File: src/rtl/phase_ramp_gen_v5.sv
// Serrodyne phase-ramp generator: fractional accumulator with power-of-two gain, hold mode and 2pi-wrap reporting.
// Optional net wrap counter is compiled in with PHASE_RAMP_WRAP_CNT_EN.
module phase_ramp_gen_v5 #(
    parameter int OUTPUT_BIT = 16,
    parameter int ACC_BIT    = 32,
    parameter int SHIFT_BIT  = 4,
    parameter int CNT_BIT    = 16,
    parameter int RST_SHIFT  = 5
) (
    input  logic                         i_clk,
    input  logic                         i_rst_n,
    input  logic                         i_trig,
    input  logic signed [OUTPUT_BIT-1:0] i_step,
    input  logic                         i_fb_on,
    input  logic                         i_hold,
    input  logic signed [OUTPUT_BIT-1:0] i_mod,
    input  logic        [SHIFT_BIT-1:0]  i_gain_sel,
    output logic signed [OUTPUT_BIT-1:0] o_ladderWave,
    output logic signed [OUTPUT_BIT-1:0] o_phaseRamp,
    output logic                         o_wrap_up,
    output logic                         o_wrap_dn,
    output logic signed [CNT_BIT-1:0]    o_wrap_cnt,
    output logic        [SHIFT_BIT-1:0]  o_shift,
    output logic        [1:0]            o_state
);

    localparam int FRAC = ACC_BIT - OUTPUT_BIT;
    localparam int SA_W = $clog2(FRAC + 1);

    typedef enum logic [1:0] {
        ST_IDLE = 2'b00,
        ST_RUN  = 2'b01,
        ST_HOLD = 2'b10
    } state_t;

    state_t                      state_q, state_d;
    logic signed [ACC_BIT-1:0]   acc_q, acc_d;
    logic        [SHIFT_BIT-1:0] shift_q, shift_d;
    logic                        wrap_up_q, wrap_up_d;
    logic                        wrap_dn_q, wrap_dn_d;
    logic signed [OUTPUT_BIT-1:0] phase_q, phase_d;

    logic        [SHIFT_BIT-1:0] shift_eff;
    logic        [SA_W-1:0]      shift_amt;
    logic signed [ACC_BIT-1:0]   step_ext;
    logic signed [ACC_BIT-1:0]   incr;
    logic signed [ACC_BIT-1:0]   acc_sum;
    logic signed [OUTPUT_BIT-1:0] ladder;

    // The increment is always formed with the gain that will be active after the edge
    always_comb begin
        if (int'(i_gain_sel) > FRAC) shift_eff = SHIFT_BIT'(FRAC);
        else                         shift_eff = i_gain_sel;
        shift_amt = SA_W'(FRAC - int'(shift_eff));
        step_ext  = {{FRAC{i_step[OUTPUT_BIT-1]}}, i_step};
        incr      = step_ext <<< shift_amt;
        acc_sum   = acc_q + incr;
    end

    assign ladder  = acc_q[ACC_BIT-1 -: OUTPUT_BIT];
    assign phase_d = ladder + i_mod;

    always_comb begin
        state_d   = state_q;
        acc_d     = acc_q;
        shift_d   = shift_q;
        wrap_up_d = 1'b0;
        wrap_dn_d = 1'b0;
        if (!i_fb_on) begin
            state_d = ST_IDLE;
            acc_d   = '0;
            shift_d = shift_eff;
        end else begin
            unique case (state_q)
                ST_IDLE, ST_HOLD: begin
                    shift_d = shift_eff;
                    state_d = i_hold ? ST_HOLD : ST_RUN;
                end
                ST_RUN: begin
                    if (i_hold) begin
                        state_d = ST_HOLD;
                    end else if (i_trig) begin
                        acc_d     = acc_sum;
                        shift_d   = shift_eff;
                        wrap_up_d = !incr[ACC_BIT-1] && !acc_q[ACC_BIT-1] &&  acc_sum[ACC_BIT-1];
                        wrap_dn_d =  incr[ACC_BIT-1] &&  acc_q[ACC_BIT-1] && !acc_sum[ACC_BIT-1];
                    end
                end
                default: state_d = ST_IDLE;
            endcase
        end
    end

    always_ff @(posedge i_clk or negedge i_rst_n) begin
        if (!i_rst_n) begin
            state_q   <= ST_IDLE;
            acc_q     <= '0;
            shift_q   <= SHIFT_BIT'(RST_SHIFT);
            wrap_up_q <= 1'b0;
            wrap_dn_q <= 1'b0;
            phase_q   <= '0;
        end else begin
            state_q   <= state_d;
            acc_q     <= acc_d;
            shift_q   <= shift_d;
            wrap_up_q <= wrap_up_d;
            wrap_dn_q <= wrap_dn_d;
            phase_q   <= phase_d;
        end
    end

`ifdef PHASE_RAMP_WRAP_CNT_EN
    localparam logic signed [CNT_BIT-1:0] CNT_MAX = {1'b0, {(CNT_BIT-1){1'b1}}};
    localparam logic signed [CNT_BIT-1:0] CNT_MIN = {1'b1, {(CNT_BIT-1){1'b0}}};

    logic signed [CNT_BIT-1:0] cnt_q;

    // Counter moves on the same edge that registers the wrap pulse
    always_ff @(posedge i_clk or negedge i_rst_n) begin
        if (!i_rst_n) begin
            cnt_q <= '0;
        end else if (!i_fb_on || state_q == ST_IDLE) begin
            cnt_q <= '0;
        end else if (wrap_up_d && cnt_q != CNT_MAX) begin
            cnt_q <= cnt_q + CNT_BIT'(1);
        end else if (wrap_dn_d && cnt_q != CNT_MIN) begin
            cnt_q <= cnt_q - CNT_BIT'(1);
        end
    end

    assign o_wrap_cnt = cnt_q;
`else
    assign o_wrap_cnt = '0;
`endif

    assign o_ladderWave = ladder;
    assign o_phaseRamp  = phase_q;
    assign o_wrap_up    = wrap_up_q;
    assign o_wrap_dn    = wrap_dn_q;
    assign o_shift      = shift_q;
    assign o_state      = state_q;

endmodule

File: config.mk
export PLATFORM = sky130hd
export DESIGN_NAME = phase_ramp_gen_v5
export DESIGN_NICKNAME = d
export VERILOG_FILES = /design/src/rtl/phase_ramp_gen_v5.sv
export SDC_FILE = /design/constraint.sdc
export NUM_CORES = 1
export LEC_CHECK = 0
export CORE_UTILIZATION = 50
export CTS_BUF_LIST = sky130_fd_sc_hd__clkbuf_4 sky130_fd_sc_hd__clkbuf_8 sky130_fd_sc_hd__clkbuf_16
export CTS_CLUSTER_SIZE = 8
export DETAILED_ROUTE_END_ITERATION = 10
export GPL_ROUTABILITY_DRIVEN = 0
export HOLD_SLACK_MARGIN = 0.12
export MAX_ROUTING_LAYER = met4
export PLACE_DENSITY = 0.85
export SLEW_MARGIN = 20
export SYNTH_ARGS = -nofsm -noshare
export SYNTH_HDL_FRONTEND = slang
export SYNTH_SLANG_ARGS = --single-unit
File: constraint.sdc
create_clock -name i_clk -period 4.29 [get_ports i_clk]
set_clock_uncertainty 0.1 [all_clocks]
set_input_delay 0.858 -clock i_clk [delete_from_list [all_inputs] [get_ports i_clk]]
set_output_delay 0.858 -clock i_clk [all_outputs]
set_load 0.01 [all_outputs]
Word level (Yosys, flattened, before mapping)
Cells that the tools add are included.
{"block": "totals", "latch_bits": 0, "ramBits": 0, "n_memories": 0, "in_bits": 41, "elab_cells": 50, "rom_bits": 0, "regBits": 56, "output_inout_bits": 56}
{"block": "op_classes", "mux": 20, "add_sub_neg": 3, "n_div": 0, "magnitude_cmp": 0, "reduce_logical": 11, "multipliers": 0, "shift": 1, "eq_ne": 9, "bitwise_logic": 0}
{"operator": "two-way mux 32 bit", "count": 4}
{"operator": "adder 32 bit", "count": 1}
{"operator": "<<< shifter 16 x 5 -> 32 bit", "count": 1}
{"operator": "adder 16 bit", "count": 1}
{"operator": "two-way mux 4 bit", "count": 3}
{"operator": "inequality test 3 bit (second input constant)", "count": 3}
{"operator": "two-way mux 1 bit", "count": 8}
{"operator": "one-hot mux 4 bit (2 select lines)", "count": 1}
{"operator": "two-way mux 2 bit", "count": 3}
{"operator": "AND reduction 3 bit", "count": 2}
{"operator": "subtractor 5 x 4 -> 5 bit (first input constant)", "count": 1}
{"operator": "logical AND 1 bit", "count": 4}
{"operator": "inequality test 2 bit (second input constant)", "count": 2}
{"operator": "one-hot mux 2 bit (2 select lines)", "count": 1}
{"operator": "zero test 1 bit", "count": 3}
{"operator": "inequality test 3 x 1 -> 1 bit (second input constant)", "count": 1}
{"operator": "== test 2 x 1 -> 1 bit (second input constant)", "count": 1}
{"operator": "== test 2 bit (second input constant)", "count": 1}
{"operator": "zero test 2 bit", "count": 1}
{"operator": "inequality test 2 x 1 -> 1 bit (second input constant)", "count": 1}
{"operator": "OR reduction 2 bit", "count": 1}

Depth between registers and ports, before layout
Gate-level depths: netlist of the first run.
{"block": "depth", "word_depth": 9, "depth_mapped": 20, "ltp_nobuf": 17}

Worst setup path after synthesis of the first run
Ideal clock, no wire load.
{"block": "synth_path", "path_kind": "input port to flip-flop", "from": "input i_gain_sel[0]", "to": "register acc_q[29]", "slack_ps": -221, "path_buffers": 3, "cell_stages": 18, "t_required_ps": 4068, "arrival_ps": 4289, "setup_time_ps": 122, "cell_sequence": "clkinv_1 ha_1 clkbuf_1 clkbuf_1 mux4_2 mux2i_1 nand2_1 o21ai_0 nor2_1 ha_1 buf_6 o21a_1 o21a_1 o31ai_2 a31oi_1 o211a_1 or3_1 a32o_1"}
{"block": "synth_between", "elab_chain_len": 7}
{"element": "start, declared", "line": "17", "source": "input logic [SHIFT_BIT-1:0] i_gain_sel,"}
{"element": "subtractor 5 x 4 -> 5 bit", "line": "54", "source": "shift_amt = SA_W'(FRAC - int'(shift_eff));"}
{"element": "<<< shifter 16 x 5 -> 32 bit", "line": "56", "source": "incr = step_ext <<< shift_amt;"}
{"element": "adder 32 bit", "line": "57", "source": "acc_sum = acc_q + incr;"}
{"element": "two-way mux 32 bit", "line": "82", "source": "end else if (i_trig) begin"}
{"element": "two-way mux 32 bit", "line": "80", "source": "if (i_hold) begin"}
{"element": "two-way mux 32 bit", "line": "74", "source": "unique case (state_q)"}
{"element": "two-way mux 32 bit", "line": "69", "source": "if (!i_fb_on) begin"}
{"element": "end signal, assigned", "line": "97", "source": "acc_q <= '0;"}
{"element": "end signal, assigned", "line": "104", "source": "acc_q <= acc_d;"}
{"element": "end, declared", "line": "37", "source": "logic signed [ACC_BIT-1:0] acc_q, acc_d;"}
Every way passes these cells. The select of a mux whose other input is x is not followed.
A chain may end at the register's enable or synchronous reset.

Final worst setup path of the first run
{"block": "layout_path", "from": "input i_step[14]", "to": "register wrap_dn_q (netlist: o_wrap_dn)"}
{"block": "layout_between", "elab_chain_len": 8, "word_cells_on_any_way": 9, "classes_between": "1 x add/sub; 1 x shift; 4 x mux; 3 x reduce/logical"}
{"element": "start, declared", "line": "13", "source": "input logic signed [OUTPUT_BIT-1:0] i_step,"}
{"element": "<<< shifter 16 x 5 -> 32 bit (*)", "line": "56"}
{"element": "adder 32 bit", "line": "57"}
{"element": "zero test 1 bit", "line": "86", "source": "wrap_dn_d = incr[ACC_BIT-1] && acc_q[ACC_BIT-1] && !acc_sum[ACC_BIT-1];"}
{"element": "logical AND 1 bit (*)", "line": "86"}
{"element": "two-way mux 1 bit (*)", "line": "82"}
{"element": "two-way mux 1 bit (*)", "line": "80"}
{"element": "two-way mux 1 bit (*)", "line": "74"}
{"element": "two-way mux 1 bit (*)", "line": "69"}
{"element": "via wrap_dn_d", "line": "40", "source": "logic wrap_dn_q, wrap_dn_d;"}
{"element": "end signal, assigned", "line": "107", "source": "wrap_dn_q <= wrap_dn_d;"}
{"element": "end, declared", "line": "40"}
Mark *: on every way through the listed nets, which the timed path passes. The rest lies on a longest branch.

==> results of run 1 <==
cell families (layout without fill, tap and decap cells):
logic type,count (synthesis),count (layout),synth area share [%]
AOI/OAI and AO/OA,218,218,24.6
xor gates and xnor gates,42,42,6.46
adders and majority gates,51,51,11.5
buffers and inverters,81,273,7.78
DFF,56,56,24.7
muxes,28,28,6.57
other,1,16,0.0659
and+or+nand+nor,229,229,18.4
per-layer routing:
metal / up-vias / wire [um] / global-route usage [%] / share of wire, %
li1: 2902 / - / - / -
met1: 3019 / 7140 / 34.5 / 36
met2: 430 / 9790 / 56.6 / 49
met3: 150 / 1610 / 4.96 / 8.1
met4: 0 / 1470 / 17.8 / 7.3
met5: - / 0 / - / 0
worst max-delay path: stages:
cell and delay [ns]:
clkdlybuf4s50_1 0.48, buf_4 0.18, mux2i_1 0.16, nand2_1 0.08
o21ai_0 0.17, o21ai_0 0.20, buf_4 0.17, o21ai_0 0.36
o22ai_1 0.26, ha_1 0.41, nand2_1 0.21, a2111oi_2 0.34
buf_4 0.20, o31ai_4 0.08, and3b_4 0.23, o211a_1 0.20
stage by stage:
stage          util, %  area (sq um)  hold WS [ns]  cells  TNS (ns)
3_3_place_gp      68.4          7520         0.373   1031    -10.84
4_1_cts           71.5          7860         0.400   1045         0
6_report          74.1          8140         0.399   1053     -1.25
3_5_place_dp      68.4          7520         0.383   1031    -16.72
2_1_floorplan        -          5750         0.354    721         0
5_1_grt           74.1          8140         0.431   1053     -2.18
power breakdown:
part	internal [mW]	switching, mW
registers	0.555	0.0162
logic	0.492	0.522
clock network	0.220	0.216
total	1.27	0.754
placed cells by master, fill, tap and decap left out, types with 10 or more instances in the layout:
| cell type | n |
|---|---|
| a21o_1 | 13 |
| a21oi_1 | 49 |
| a21oi_2 | 11 |
| buf_4 | 160 |
| clkdlybuf4s50_1 | 76 |
| conb_1 | 16 |
| dfrtp_1 | 54 |
| ha_1 | 43 |
| inv_1 | 16 |
| mux2i_1 | 11 |
| nand2_1 | 94 |
| nand3_1 | 12 |
| nand4_1 | 10 |
| nor2_1 | 49 |
| nor3_1 | 10 |
| o21a_1 | 12 |
| o21ai_0 | 43 |
| o21ai_1 | 16 |
| o21bai_1 | 10 |
| xnor2_1 | 24 |
| xor2_1 | 17 |
Yosys cell counts (9+ instances only):
cell	instances
nor3_1	11
xnor2_1	25
o21a_1	12
a21o_1	13
o21ai_1	10
mux2i_1	16
ha_1	49
nor2_1	54
nand3_1	13
o21ai_0	54
a21oi_1	59
clkbuf_1	21
inv_1	18
dfrtp_1	54
buf_4	33
xor2_1	17
nor2b_1	9
o21bai_1	10
nand2_1	96
nand4_1	10
flip-flops by register name (all words and copies together), names as in the netlist:
name / cells
o_shift: 4
o_phaseRamp: 16
o_state: 2
o_wrap_dn: 1
o_wrap_up: 1
acc_q: 32
how the worst max path moves through the flow:
stage | startpoint | to | slack (ns) | cells after the start
2_1_floorplan | i_gain_sel[0] | o_wrap_dn | 0.03 | 18
3_3_place_gp | i_gain_sel[0] | acc_q[29] | -0.62 | 19
3_5_place_dp | i_gain_sel[0] | acc_q[30] | -0.89 | 18
4_1_cts | i_gain_sel[0] | o_wrap_dn | 0.03 | 19
5_1_grt | i_gain_sel[1] | acc_q[30] | -0.26 | 20
6_report | i_step[14] | o_wrap_dn | -0.18 | 16
layout make-up:
cell class	count	area (sq um)	area share, %
inverters	19	73.8	0.907
clock inverters	3	22.5	0.277
clock buffers	5	125	1.54
multi-input cells	584	4250	52.2
repair buffers	246	2090	25.7
flip-flops and latches	56	1400	17.2
well taps	140	175	2.15
repair_timing:
| item | CTS | global route |
|---|---|---|
| cloned | 1 | 0 |
| setup buffers | 5 | 8 |
| resized for setup | 30 | 64 |
| endpoints found under the setup margin | 27 | 18 |
| pin swaps | 12 | 21 |
==> impl_metrics.json, run 1 <==
{
  "drt_iter0_drc": 546,
  "routed_wl_um": 20000,
  "clkSinkCount": 56,
  "synth_seq_cells": 56,
  "async_flop_share_pct": 100,
  "clockBufferDepth": 2,
  "dr.pass1.iters": 5,
  "wl_per_cell_um": 19.0,
  "cap_violations": 0,
  "setup.worst_path.class": "in2reg",
  "grt_overflow_total": 0,
  "start_util_pct": 51.8,
  "synth.distinct_cells": 68,
  "setup_ws_ns": -0.179,
  "hold_class": "reg2reg",
  "synth_area_leaders": "dfrtp_1 24%, ha_1 11%, nand2_1 6.3%",
  "worstPathMaxFanout": 4,
  "syn_to_final_growth_pct": 43.0,
  "vias": 6501,
  "grt_max_degree": 57,
  "tightest_slew_ns": 1.03,
  "worstPathArrival_ns": 4.56,
  "root_buffer": "clkbuf_16",
  "timing.final.crit_share_pct": 104,
  "via_per_inst": 6.17,
  "setup_violations": 12,
  "synth_top_cell_area_share_pct": 23.7,
  "pre_cts_ws_ns": -0.891,
  "antenna_found_initial": 0,
  "finalCriticalPeriod_ns": 4.47,
  "syn_area_per_cell_sq_um": 8.07,
  "hold-path-cell-count": 2,
  "worstHoldStart": "acc_q[11]",
  "grtUsageTotal_pct": 32.1,
  "status": "complete, but fails checks",
  "end_kind": "flop",
  "reg2reg_depth": 9,
  "drc": 0,
  "dieArea_sq_um": 11800,
  "cp-start-kind": "primary input",
  "core_area_sq_um": 11000,
  "yosys.area.top_type": "dfrtp_1",
  "fill_cells": 732,
  "timing.rr.start": "acc_q[0]",
  "violations": "setup timing",
  "power_mw": 2.02,
  "dp_hpwl_um": 13800,
  "fp.dieW_um": 109,
  "rr_endpoint": "acc_q[30]",
  "cts.htree.levels": 2,
  "ir_drop_mv": 0.167,
  "syn_area_sq_um": 5690,
  "grt_pass1_vias": 6381,
  "power.density_nw_per_um2": 248,
  "ant_nets": 0,
  "io_pins": 97,
  "port_buffers": 80,
  "rrSetupSlack_ns": 1.56,
  "nets": 1004,
  "max_freq_mhz": 224,
  "min_to": "acc_q[11]",
  "cts_tree": "yes",
  "hold_viol": 0,
  "rsz0062_at_grt": "yes",
  "maxSlewViolCount": 0,
  "die_h_um": 109,
  "synth_edf_count": 0,
  "yosysWarnings": 0,
  "grt_pass1_wl_um": 29300,
  "synthCells": 706,
  "relSlewSlack_pct": 30.9,
  "cts_hold_buf": 0,
  "fp-row-count": 38,
  "worstSkewPairLatency_ns": 0.31,
  "final_layout_size_suffix_gt1_share_pct": 28.3,
  "critical_path_required_ns": 4.38,
  "path_clk_slew_ns": 0.08,
  "p_leak_nw": 3.82,
  "diodes": 0,
  "seq_area_frac_synth_pct": 24.7,
  "synth_flop_cell": "dfrtp_1",
  "numCtsBuffers": 5
}
No activity file was read; power rests on OpenSTA's default activity.
==> inputs of run 2 (changes only) <==
==> constraint.sdc (replaced) <==
create_clock -name i_clk -period 4.29 [get_ports i_clk]
set_clock_uncertainty 0.1 [all_clocks]
set_input_delay 0.429 -clock i_clk [delete_from_list [all_inputs] [get_ports i_clk]]
set_output_delay 0.429 -clock i_clk [all_outputs]
set_load 0.01 [all_outputs]
==> run 2 against run 1 <==
The run now ends clean; first-iteration DRC count down 27%; total power decreased by 8.4%; routed wire length fell by 19%; die area unchanged; combinational power fell by 17%; worst hold slack worse by 0.23 ns; clock power up 1%; register-to-register slack gained 0.05 ns; core utilization fell by 7.2 points; count of clock-buffer cells in the layout rose by 1; cell count down 7.0%; setup slack improved by 0.27 ns; critical path type unchanged; critical endpoint is now acc_q[29].
==> impl_metrics.json, run 2 (synthesis gave the netlist of run 1 again) <==
{
  "path_cells": "clkdlybuf4s50_1 > inv_1 > ha_4 > buf_4 > mux2i_1 > a21oi_1 > mux2i_1 > nand2_1 > o21ai_2 > nor2_1 > ha_1 > o21a_1 > o21a_1 > o31ai_2 > a31oi_1 > o211a_1 > or3_1 > a32o_1",
  "grt_pass1_vias": 5830,
  "setup.worst_path.class": "in2reg",
  "setup_violations": 0,
  "top_register": "acc_q",
  "status": "completed",
  "syn_to_final_growth_pct": 29.1,
  "ant_nets": 0,
  "cp_top_family": "compound AO/OA/AOI/OAI gates",
  "maxSlewViolCount": 0,
  "combPwrFrac_pct": 45.4,
  "regArea_sq_um": 1400,
  "diodes": 0,
  "start_util_pct": 51.8,
  "placed_cell_area_sq_um": 7040,
  "root_buffer": "clkbuf_16",
  "drt_iter0_drc": 396,
  "layout_common_cells": "96 x nand2_1, 90 x buf_4, 79 x clkdlybuf4s50_1",
  "dp_hpwl_um": 12500,
  "drc": 0,
  "clock_power_share_pct": 23.8,
  "tightest_slew_ns": 0.959,
  "numCtsBuffers": 5,
  "power.density_nw_per_um2": 252,
  "crit_slowest_cell": "clkdlybuf4s50_1",
  "worstSkewPairLatency_ns": 0.31,
  "critical_path_required_ns": 4.39,
  "finalCriticalPeriod_ns": 4.20,
  "fill_cells": 895,
  "hold_viol": 0,
  "cts_hold_buf": 0,
  "rsz0062_at_grt": "yes",
  "cp-start-kind": "primary input",
  "worstPathMaxFanout": 7,
  "worstPathArrival_ns": 4.31,
  "startpoint": "i_gain_sel[1]",
  "pwr-share-seq_pct": 30.8,
  "clkSinkCount": 56,
  "antenna_found_initial": 0,
  "dr.pass1.iters": 5,
  "grt_overflow_total": 0,
  "relSlewSlack_pct": 35.9,
  "via_per_inst": 5.99,
  "critPathMaxStageDelay_ns": 0.49,
  "final_area_sq_um": 7350,
  "nets": 930,
  "fp.dieW_um": 109,
  "mostFrequentLayoutCell": "nand2_1",
  "rrSetupSlack_ns": 1.61,
  "max_freq_mhz": 238,
  "end_kind": "flop",
  "net-switching-power_mw": 0.666,
  "internal-power_mw": 1.18,
  "routed_wl_um": 16300,
  "final_layout_size_suffix_gt1_share_pct": 17.9,
  "port_buffers": 80,
  "dieArea_sq_um": 11800,
  "io_pins": 97,
  "largest_reg_flops": 32,
  "hold_class": "in2async",
  "grt_max_degree": 57,
  "path_buf_inv": 3,
  "path_clk_slew_ns": 0.07,
  "core_area_sq_um": 11000,
  "timing.final.crit_share_pct": 97.9,
  "fin_hold_ws_ns": 0.167,
  "wl_per_cell_um": 16.6,
  "clockBufferDepth": 2,
  "cts_tree": "yes",
  "ir_drop_mv": 0.183,
  "swShare_pct": 36.0,
  "cts.htree.levels": 2,
  "p_leak_nw": 3.41,
  "vias": 5860,
  "grtUsageTotal_pct": 29.2,
  "multi_input_comb_area_sq_um": 4050,
  "timing.rr.start": "acc_q[0]",
  "die_h_um": 109,
  "cap_violations": 0,
  "grt_pass1_wl_um": 26400,
  "fp-row-count": 38
}
==> run 2: cell types whose count changed in the layout (fill, tap and decap cells not counted), moves of 3 or more <==
| cell | change |
|---|---|
| mux2i_1 | +5 |
| ha_1 | +4 |
| nor2_1 | +4 |
| a21oi_1 | +7 |
| buf_4 | -70 |
| mux2i_2 | -4 |
| nor2_2 | -3 |
| a211oi_4 | -3 |
| clkdlybuf4s50_1 | +3 |
| a21oi_2 | -7 |
==> run 2: final cells by class <==
class / count / share of cell area (%)
repair buffers: 172 / 20.4
flip-flops and latches: 56 / 19.1
clock buffers: 6 / 1.89
clock inverters: 2 / 0.204
multi-input cells: 584 / 55.0
inverters: 19 / 0.970
well taps: 140 / 2.38
==> run 2: power by group through the flow <==
| stage | combinational [mW] | clock (mW) | sequential [mW] |
|---|---|---|---|
| 2_1_floorplan | 0.453 | 0 | 0.587 |
| 3_3_place_gp | 0.763 | 0 | 0.579 |
| 3_5_place_dp | 0.789 | 0 | 0.580 |
| 4_1_cts | 0.794 | 0.450 | 0.570 |
| 5_1_grt | 0.906 | 0.471 | 0.573 |
| 6_report | 0.840 | 0.441 | 0.570 |
==> run 2: repair_timing <==
| action | in CTS | in global routing |
|---|---|---|
| buffers inserted | 0 | 3 |
| setup endpoints to repair | 7 | 14 |
| pin swaps | 0 | 7 |
| resized for setup | 5 | 31 |
| cloned | 0 | 0 |
==> run 2: metal layers <==
metal	global-route usage (%)	wire length [um]
met5	-	0
met4	15.3	668
met3	5.02	1130
met2	49.8	8010
met1	32.5	6450
==> run 2: final timing paths <==
check	depth (start not counted)	end
worst max register to register	9	acc_q[24]
worst max-delay path	18	acc_q[29]
worst min register to register	2	acc_q[14]
max in group asynchronous	2	acc_q[0]
min in group i_clk	2	acc_q[14]
worst min-delay path	2	o_phaseRamp[0]
==> run 2: worst register-to-register path, delay by kind of cell, from the launching register on <==
family | cells | cell delay (ns)
flip-flops | 1 | 0.39
AO/OA/AOI/OAI | 6 | 1.26
adder cells (fa/ha/maj) | 2 | 0.66
XOR/XNOR | 1 | 0.15
==> run 2: metrics by stage <==
step | utilization, % | power (mW) | setup WS [ns] | TNS (ns) | instances
detailed placement | 64.1 | 1.37 | -0.498 | -4.97 | 968
global placement | 64.1 | 1.34 | -0.305 | -2.73 | 968
global route | 66.9 | 1.95 | -0.0710 | -0.217 | 979
finish | 66.9 | 1.85 | 0.0892 | 0 | 979
CTS | 65.7 | 1.81 | 0.0165 | 0 | 976
floorplan | - | 1.04 | 0.208 | 0 | 721
==> inputs of run 3 (changes only) <==
Settings changed: REMOVE_ABC_BUFFERS set to 1.
==> run 3 against run 2 <==
Sequential share of layout area fell by 0.22 points; flip-flop and latch count did not move; core utilization rose by 0.79 points; global-route usage rose by 0.35 points; critical endpoint is now acc_q[30]; routed wire length rose by 2.3%; combinational power rose by 3.1%; critical path depth fell by 1; count of clock-buffer cells in the layout did not move; sequential power barely moved; highest routed layer unchanged; largest cell class unchanged.
==> impl_metrics.json, run 3 (synthesis gave the netlist of run 1 again) <==
{
  "status": "completed",
  "hold_class": "in2async",
  "pwr-share-seq_pct": 30.5,
  "cts_hold_buf": 0,
  "grtUsageTotal_pct": 29.5,
  "routed_wl_um": 16600,
  "syn_to_final_growth_pct": 30.6,
  "utilization_pct": 67.7,
  "largest_reg_flops": 32,
  "placed_cell_area_sq_um": 7120,
  "core_area_sq_um": 11000,
  "cp-start-kind": "primary input",
  "nets": 939,
  "startpoint": "i_gain_sel[0]",
  "combPwrFrac_pct": 46.3,
  "final_area_sq_um": 7440,
  "fp-row-count": 38,
  "setup_violations": 0,
  "swShare_pct": 36.1,
  "p_leak_nw": 3.46,
  "grt_max_degree": 57,
  "ir_drop_mv": 0.178,
  "via_per_inst": 6.03,
  "layout_common_cells": "98 x buf_4, 96 x nand2_1, 78 x clkdlybuf4s50_1",
  "worstPathArrival_ns": 4.31,
  "fin_hold_ws_ns": 0.163,
  "mostFrequentLayoutCell": "buf_4",
  "net-switching-power_mw": 0.676,
  "cts.htree.levels": 2,
  "grt_pass1_wl_um": 26900,
  "power.density_nw_per_um2": 251,
  "fp.dieW_um": 109,
  "internal-power_mw": 1.19,
  "root_buffer": "clkbuf_16",
  "ant_nets": 0,
  "final_layout_size_suffix_gt1_share_pct": 19.2,
  "drt_iter0_drc": 387,
  "vias": 5957,
  "setup.worst_path.class": "in2reg",
  "cap_violations": 0,
  "critical_path_required_ns": 4.39,
  "dieArea_sq_um": 11800,
  "setup_tns_ns": 0,
  "maxSlewViolCount": 0,
  "grt_pass1_vias": 5829,
  "worstPathMaxFanout": 20,
  "diodes": 0,
  "finalCriticalPeriod_ns": 4.21,
  "path_clk_slew_ns": 0.08,
  "worstSkewPairLatency_ns": 0.30,
  "start_util_pct": 51.8,
  "hold_viol": 0,
  "antenna_found_initial": 0,
  "clkSinkCount": 56,
  "drc": 0,
  "cts_tree": "yes",
  "clock_power_share_pct": 23.2,
  "grt_overflow_total": 0,
  "die_h_um": 109,
  "io_pins": 97,
  "numCtsBuffers": 5,
  "wl_per_cell_um": 16.8,
  "timing.rr.start": "acc_q[0]",
  "rrSetupSlack_ns": 1.57,
  "top_register": "acc_q",
  "clockBufferDepth": 2,
  "tightest_slew_ns": 0.926,
  "timing.final.crit_share_pct": 98.0,
  "max_freq_mhz": 238,
  "end_kind": "flop",
  "port_buffers": 80,
  "dr.pass1.iters": 6,
  "dp_hpwl_um": 12600,
  "relSlewSlack_pct": 38.1
}
[run 3: critical path, stage by stage]
cell and delay, ns:
clkdlybuf4s50_1 0.50, buf_4 0.30, mux4_2 0.58, nand2_1 0.10, nand2_1 0.07, o21ai_0 0.32, nor2_1 0.13, ha_1 0.41
buf_4 0.15, nand2_1 0.06, o21ai_0 0.23, a21oi_1 0.13, buf_4 0.16, a211o_1 0.29, o21ai_1 0.19, nand4b_1 0.12
o311ai_1 0.13
[run 3: metrics by stage]
step / total power [mW] / instances / setup slack (ns)
3_3_place_gp: 1.36 / 978 / -0.206
3_5_place_dp: 1.39 / 978 / -0.339
4_1_cts: 1.82 / 986 / 0.00403
6_report: 1.87 / 988 / 0.0844
2_1_floorplan: 1.01 / 659 / -0.0440
5_1_grt: 1.97 / 988 / -0.0713
[run 3: worst paths after layout]
path                                        to  depth (start not counted)
worst min register to register       acc_q[15]                          2
worst max-delay path                 acc_q[30]                         17
max in group asynchronous           o_shift[1]                          2
worst min-delay path            o_phaseRamp[1]                          2
worst max register to register       acc_q[28]                          9
min in group i_clk                   acc_q[15]                          2
[run 3: routing by layer]
metal / vias to the layer above / wire, um / GRT usage, %
met4: 0 / 651 / 11.8
met3: 68 / 1170 / 4.54
met2: 313 / 8360 / 52.1
li1: 2772 / - / -
met5: - / 0 / -
met1: 2804 / 6460 / 33.3
[run 3: cell type report]
type,count,area (sq um)
Clock buffer,6,133
Clock inverter,2,13.8
Fill cell,820,3540
Inverter,19,71.3
Multi-Input combinational cell,584,4070
Sequential cell,56,1400
Tap cell,140,175
Timing Repair Buffer,181,1580
[run 3: power groups by stage]
stage	clock [mW]	combinational [mW]	sequential, mW
2_1_floorplan	0	0.420	0.589
4_1_cts	0.435	0.815	0.570
3_5_place_dp	0	0.807	0.581
6_report	0.434	0.866	0.570
5_1_grt	0.463	0.937	0.574
3_3_place_gp	0	0.779	0.579
[run 3: repair_timing]
action,in CTS,in global routing
buffers inserted,0,2
endpoints found under the hold margin,0,0
pin swaps,1,7
resized for setup,2,36
endpoints found under the setup margin,3,15
cloned,0,0
